## config.mk

```make
export PLATFORM = sky130hd
export DESIGN_NAME = aes_round_seq
export DESIGN_NICKNAME = d
export VERILOG_FILES = /design/src/rtl/aes_pkg.sv /design/src/rtl/aes_round_seq.sv
export SDC_FILE = /design/constraint.sdc
export NUM_CORES = 1
export LEC_CHECK = 0
export CORE_AREA = 2 2 257 259
export CTS_BUF_LIST = sky130_fd_sc_hd__clkbuf_8
export DETAILED_ROUTE_END_ITERATION = 12
export DIE_AREA = 0 0 259 261
export PLACE_DENSITY = 0.51
export SLEW_MARGIN = 20
export SYNTH_ARGS = -nofsm -noshare
export SYNTH_HDL_FRONTEND = slang
export SYNTH_SLANG_ARGS = --single-unit
```

## constraint.sdc

```tcl
create_clock -name i_clk -period 5.7 [get_ports i_clk]
set_input_delay 1.14 -clock i_clk [delete_from_list [all_inputs] [get_ports i_clk]]
set_output_delay 1.14 -clock i_clk [all_outputs]
set_load 0.02 [all_outputs]
```

## src/rtl/aes_pkg.sv

```systemverilog
// aes_pkg: shared AES block geometry, round counts per key length and the
// round-sequencer state encoding.
//   AES_WORD / AES_NB : default word width and words per block
//   NR_128/192/256    : cipher rounds for each key length
//   RND_W             : width of the round counter / round-key index
//   seq_state_e       : sequencer FSM states
package aes_pkg;

    localparam int unsigned AES_WORD = 32;
    localparam int unsigned AES_NB   = 4;

    localparam int unsigned NR_128 = 10;
    localparam int unsigned NR_192 = 12;
    localparam int unsigned NR_256 = 14;

    localparam int unsigned RND_W = 4;

    typedef enum logic [1:0] {
        IDLE  = 2'd0,
        KEY0  = 2'd1,
        ROUND = 2'd2,
        DONE  = 2'd3
    } seq_state_e;

endpackage

```

## src/rtl/aes_round_seq.sv

```systemverilog
// aes_round_seq: AES encryption round sequencer. Accepts one plaintext block,
// applies the initial AddRoundKey, then iterates an external round datapath
// NR times, XORing each round result with the matching round key fetched from
// an external key schedule. The final ciphertext is held until consumed.
// Ports:
//   i_clk, i_rst                 clock, asynchronous active-high reset
//   i_valid/o_ready/i_block      plaintext handshake
//   o_valid/i_ready/o_block      ciphertext handshake (o_block mirrors state)
//   o_rk_req/o_rk_idx            round-key request and index 0..NR
//   i_rk_valid/i_rk              round key returned by the key schedule
//   o_rnd_valid/o_rnd_final      state offered to round datapath; final round
//   o_rnd_block                  state sent to the round datapath
//   i_rnd_valid/i_rnd_block      round datapath result
module aes_round_seq
    import aes_pkg::*;
#(
    parameter int unsigned WORD = AES_WORD,
    parameter int unsigned NB   = AES_NB,
    parameter int unsigned NR   = NR_128
) (
    input  logic                 i_clk,
    input  logic                 i_rst,
    input  logic                 i_valid,
    output logic                 o_ready,
    input  logic [WORD*NB-1:0]   i_block,
    output logic                 o_valid,
    input  logic                 i_ready,
    output logic [WORD*NB-1:0]   o_block,
    output logic                 o_rk_req,
    output logic [RND_W-1:0]     o_rk_idx,
    input  logic                 i_rk_valid,
    input  logic [WORD*NB-1:0]   i_rk,
    output logic                 o_rnd_valid,
    output logic                 o_rnd_final,
    output logic [WORD*NB-1:0]   o_rnd_block,
    input  logic                 i_rnd_valid,
    input  logic [WORD*NB-1:0]   i_rnd_block
);

    localparam int unsigned      BLK_W    = WORD * NB;
    localparam logic [RND_W-1:0] RND_LAST = RND_W'(NR);

    // Only the three standard AES round counts are meaningful.
    if (NR != NR_128 && NR != NR_192 && NR != NR_256) begin : g_nr_check
        $error("aes_round_seq: NR must be 10, 12 or 14");
    end

    seq_state_e        fsm_q;
    seq_state_e        fsm_d;
    logic [RND_W-1:0]  rnd_q;
    logic [RND_W-1:0]  rnd_d;
    logic [BLK_W-1:0]  state_q;
    logic [BLK_W-1:0]  state_d;

    logic              ready_d;
    logic              valid_d;
    logic              rk_req_d;
    logic [RND_W-1:0]  rk_idx_d;
    logic              rnd_valid_d;
    logic              rnd_final_d;

    // State register and registered handshake outputs.
    always_ff @(posedge i_clk or posedge i_rst) begin
        if (i_rst) begin
            fsm_q       <= IDLE;
            rnd_q       <= '0;
            state_q     <= '0;
            o_ready     <= 1'b1;
            o_valid     <= 1'b0;
            o_rk_req    <= 1'b0;
            o_rk_idx    <= '0;
            o_rnd_valid <= 1'b0;
            o_rnd_final <= 1'b0;
        end else begin
            fsm_q       <= fsm_d;
            rnd_q       <= rnd_d;
            state_q     <= state_d;
            o_ready     <= ready_d;
            o_valid     <= valid_d;
            o_rk_req    <= rk_req_d;
            o_rk_idx    <= rk_idx_d;
            o_rnd_valid <= rnd_valid_d;
            o_rnd_final <= rnd_final_d;
        end
    end

    // Next-state, round counter, AddRoundKey and next output values.
    always_comb begin
        fsm_d       = fsm_q;
        rnd_d       = rnd_q;
        state_d     = state_q;
        ready_d     = 1'b0;
        valid_d     = 1'b0;
        rk_req_d    = 1'b0;
        rk_idx_d    = '0;
        rnd_valid_d = 1'b0;
        rnd_final_d = 1'b0;

        unique case (fsm_q)
            IDLE: begin
                if (i_valid && o_ready) begin
                    state_d = i_block;
                    rnd_d   = '0;
                    fsm_d   = KEY0;
                end
            end
            KEY0: begin
                if (i_rk_valid) begin
                    state_d = state_q ^ i_rk;
                    rnd_d   = RND_W'(1);
                    fsm_d   = ROUND;
                end
            end
            ROUND: begin
                // Both the key and the round result must be present together;
                // otherwise everything holds.
                if (i_rk_valid && i_rnd_valid) begin
                    state_d = i_rnd_block ^ i_rk;
                    if (rnd_q == RND_LAST) begin
                        fsm_d = DONE;
                    end else begin
                        rnd_d = rnd_q + RND_W'(1);
                    end
                end
            end
            DONE: begin
                if (i_ready) begin
                    fsm_d = IDLE;
                end
            end
            default: begin
                fsm_d = IDLE;
            end
        endcase

        // Outputs are decoded from the next state so they register in step
        // with the FSM.
        ready_d     = (fsm_d == IDLE);
        valid_d     = (fsm_d == DONE);
        rk_req_d    = (fsm_d == KEY0) || (fsm_d == ROUND);
        rk_idx_d    = (fsm_d == ROUND) ? rnd_d : '0;
        rnd_valid_d = (fsm_d == ROUND);
        rnd_final_d = (fsm_d == ROUND) && (rnd_d == RND_LAST);
    end

    assign o_block     = state_q;
    assign o_rnd_block = state_q;

endmodule

```

==> reports/summary.md <==
The maximum number of buffers from clock root to sink was 2. The congestion estimate from routability-driven global placement came to 0.807. Total power for the finished layout comes to 10.0 mW. In the final design database the tool counted 1924 nets. Area of the die: 67600 µm². The top cell types in the final layout, fill and taps aside, are 654 x sky130_fd_sc_hd__clkdlybuf4s50_1, 257 x sky130_fd_sc_hd__mux2i_1, 142 x sky130_fd_sc_hd__dfrtp_1, 129 x sky130_fd_sc_hd__nor2_1. The final number of hold-violating endpoints is 0.

Entering global routing, the biggest net connects 147 pins. The core region is 65000 µm². The run gives 0 as the detailed-route DRC error count. The remaining max-slew budget at the tightest pin is 0.338, and the die extent in x is 259 µm. The cell count after synthesis came out at 1030. The first detailed-routing pass took 6 iterations. In this run the power density over the cells is 587 nW/µm².

The run gives 0.262 as the post-layout utilization of the core. For the cell leakage power, the log shows 6.34 nW. Count of routing violations after the opening detailed-route iteration: 323. Summing all placed instances gives a cell area of 16600 µm². The run gives 0.111 as the total routing resource utilization after global routing.

The count of placed standard cells including taps was 2370; the total of buffers placed on input and output ports was 654. In this run the worst path has a maximum fanout of 42. The I/O pin count was 655.

The H-tree depth is 4. Clock tree synthesis selected as its root buffer the cell sky130_fd_sc_hd__clkbuf_8. The required time reported for the critical path endpoint was 6.17 ns.

Max-cap violations in this run came to 0. The final layout contains routed wiring with a total length of 39400 µm. Using the TritonRoute via totals, the vias-per-cell ratio works out to 3.72. The final critical-path setup slack is 2.75 ns. Counting the fill cells in the layout gives 6848. The average footprint of a synthesized cell works out to 9.79 µm². Across all hold checks on the routed design, the worst slack comes to 0.584 ns. The logs give 30500 µm for the sum of net half-perimeters after detailed placement and 0 for the number of resized instances in the post-cts repair step. The run finished with clean final reports.

The clock net sink count is 143, and the unique cell type count in the Yosys netlist is 33. The quantity of hold-fixing buffers added after cts was 0. After synthesis the cells add up to 10100 µm². Kind of launch point of the worst setup path: a flip-flop. The register area share after synthesis is 0.355, and the post-CTS clock slew at the launch and capture registers of the worst setup and hold paths is 0.09 ns.

The share of the cycle needed by the critical path after routing came out at 0.517. The buffers inserted during post-CTS setup optimization is 0, and the worst slack after detailed placement is 2.38 ns. For the pin with the worst max-slew slack, the measured transition is 0.994 ns. Once detail routing completed, the nets flagged for antenna violations numbered 0. Data arrives at the worst endpoint at 3.42 ns. TritonCTS built the clock tree. Flop and latch count out of synthesis: 143. For the worst-skew pair, the clock arrives at the later sink with an insertion delay of 0.54 ns.

The number of global-route vias before repair came out at 8962. Measured along the y axis, the die boundary spans 261 µm. The first global-routing pass estimated 56800 µm of wire.

The proportion of layout cells with a drive suffix above 1 was 0.0267. The routed layout has 8942 vias. Timing would allow up to 0.339 GHz.

The post-synthesis to final-layout area growth came out at 69.0%. Once layout is done, the placed cells without fillers occupy 17000 µm². Global routing finished with a remaining overflow of 0.

The worst setup path is captured at a flip-flop. The Yosys step of the flow raised 0 warnings. The number of nets produced by synthesis was 1429; the number of standard cells in the layout, taps in and fillers out was 2401. After floorplanning, the core was divided into 94 placement rows.

The tools report the count of final setup violators as 0. The critical path is of the flip-flop to flip-flop type. The tools report the starting utilization of the core area as 0.155. The number of pins exceeding their max-slew limit in the final report is 0. Number of antenna violations at the first check in global routing: 1.

The CTS buffer count is 17. In the final timing run, aggregate negative setup slack is 0 ns. Dividing the detail-routed wire length by the instance count gives 16.4 µm. Setup repair after global routing left no endpoint under its margin. The smallest clock period supported by the final layout is computed as 2.95 ns. Leaving out fill and tap cells, the most frequent cell in the layout is sky130_fd_sc_hd__clkdlybuf4s50_1. Across the VDD grid, the largest voltage drop is 438 µV. The class of the worst hold path was flip-flop to flip-flop.

The worst clock skew was 0.0140 ns.
## path summary, 6_finish.rpt
| check | start | end | slack [ns] | cells after the start |
|---|---|---|---|---|
| setup / recovery | fsm_q[0] | o_block[88] | 2.75 | 7 |
| hold / removal | rnd_q[3] | rnd_q[3] | 0.58 | 1 |
| setup reg to reg | fsm_q[0] | o_block[88] | 2.75 | 7 |
| hold reg to reg | rnd_q[3] | rnd_q[3] | 0.58 | 1 |
| max in group asynchronous | i_rst | o_block[62] | 3.70 | 3 |
| min in group asynchronous | i_rst | o_block[117] | 1.09 | 2 |
## worst max-delay path, cell delays in order, from the launching register on
cell and delay [ns]:
sky130_fd_sc_hd__dfrtp_1 0.41, sky130_fd_sc_hd__inv_1 0.20, sky130_fd_sc_hd__ha_4 0.58, sky130_fd_sc_hd__buf_4 0.74, sky130_fd_sc_hd__mux2i_1 0.46, sky130_fd_sc_hd__xnor2_1 0.16
sky130_fd_sc_hd__mux2i_1 0.09, sky130_fd_sc_hd__a21oi_1 0.17
## cell families after synthesis
kind of cell | Yosys count | share of synthesized area
AO/OA/AOI/OAI | 146 | 0.0781
flip-flops | 143 | 0.355
multiplexers | 257 | 0.255
buffers and inverters | 190 | 0.125
AND/OR/NAND/NOR | 157 | 0.0639
XOR/XNOR | 128 | 0.111
adder cells (fa/ha/maj) | 9 | 0.0112
## Yosys cell counts, drive strengths merged
library cell / number / area [µm²]
o31ai: 1 / 7.51
a21o: 1 / 7.51
nand2b: 2 / 12.5
inv: 5 / 18.8
nor2b: 2 / 12.5
mux2i: 257 / 2570
o21a: 3 / 22.5
o21ai: 4 / 20.0
and4bb: 1 / 12.5
dfrtp: 142 / 3550
nand2: 5 / 18.8
nor3: 3 / 15.0
nand3b: 2 / 15.0
a21boi: 1 / 7.51
clkbuf: 11 / 41.3
ha: 9 / 113
buf: 174 / 1200
nor2: 129 / 484
a2bb2oi: 1 / 8.76
a21oi: 128 / 641
and3: 1 / 6.26
dfstp: 1 / 26.3
nand3: 6 / 30.0
a2111oi: 2 / 36.3
a31oi: 3 / 18.8
and2: 5 / 31.3
nand4: 1 / 6.26
a41oi: 1 / 8.76
o221ai: 1 / 8.76
xnor2: 128 / 1120
## power by group
group	internal (mW)	switching, mW
sequential	1.54	0.631
clock	0.492	0.453
combinational	3.33	3.56
## metal layers
| layer | vias up | global-route usage | part of all wire |
|---|---|---|---|
| li1 | 4372 | - | - |
| met4 | 0 | 0.0398 | 0.018 |
| met3 | 32 | 0.0289 | 0.059 |
| met5 | - | 0 | 0 |
| met2 | 319 | 0.198 | 0.52 |
| met1 | 4219 | 0.129 | 0.40 |
## sequential cells by signal, indices dropped and copies added (netlist names)
signal       flops
o_ready          1
o_rnd_valid      1
o_valid          1
rnd_q            4
o_rnd_final      1
o_rk_req         1
fsm_q            2
o_rk_idx         4
o_block        128
## cell type report
class | count | area (µm²) | share of cell area
well taps | 864 | 1080 | 0.0635
flip-flops and latches | 143 | 3580 | 0.210
repair buffers | 661 | 6660 | 0.391
multi-input cells | 697 | 5260 | 0.309
clock buffers | 19 | 262 | 0.0153
clock inverters | 11 | 165 | 0.00969
diodes | 1 | 2.50 | 0.000147
inverters | 5 | 23.8 | 0.00140
Power figures use the tool's default switching activity.
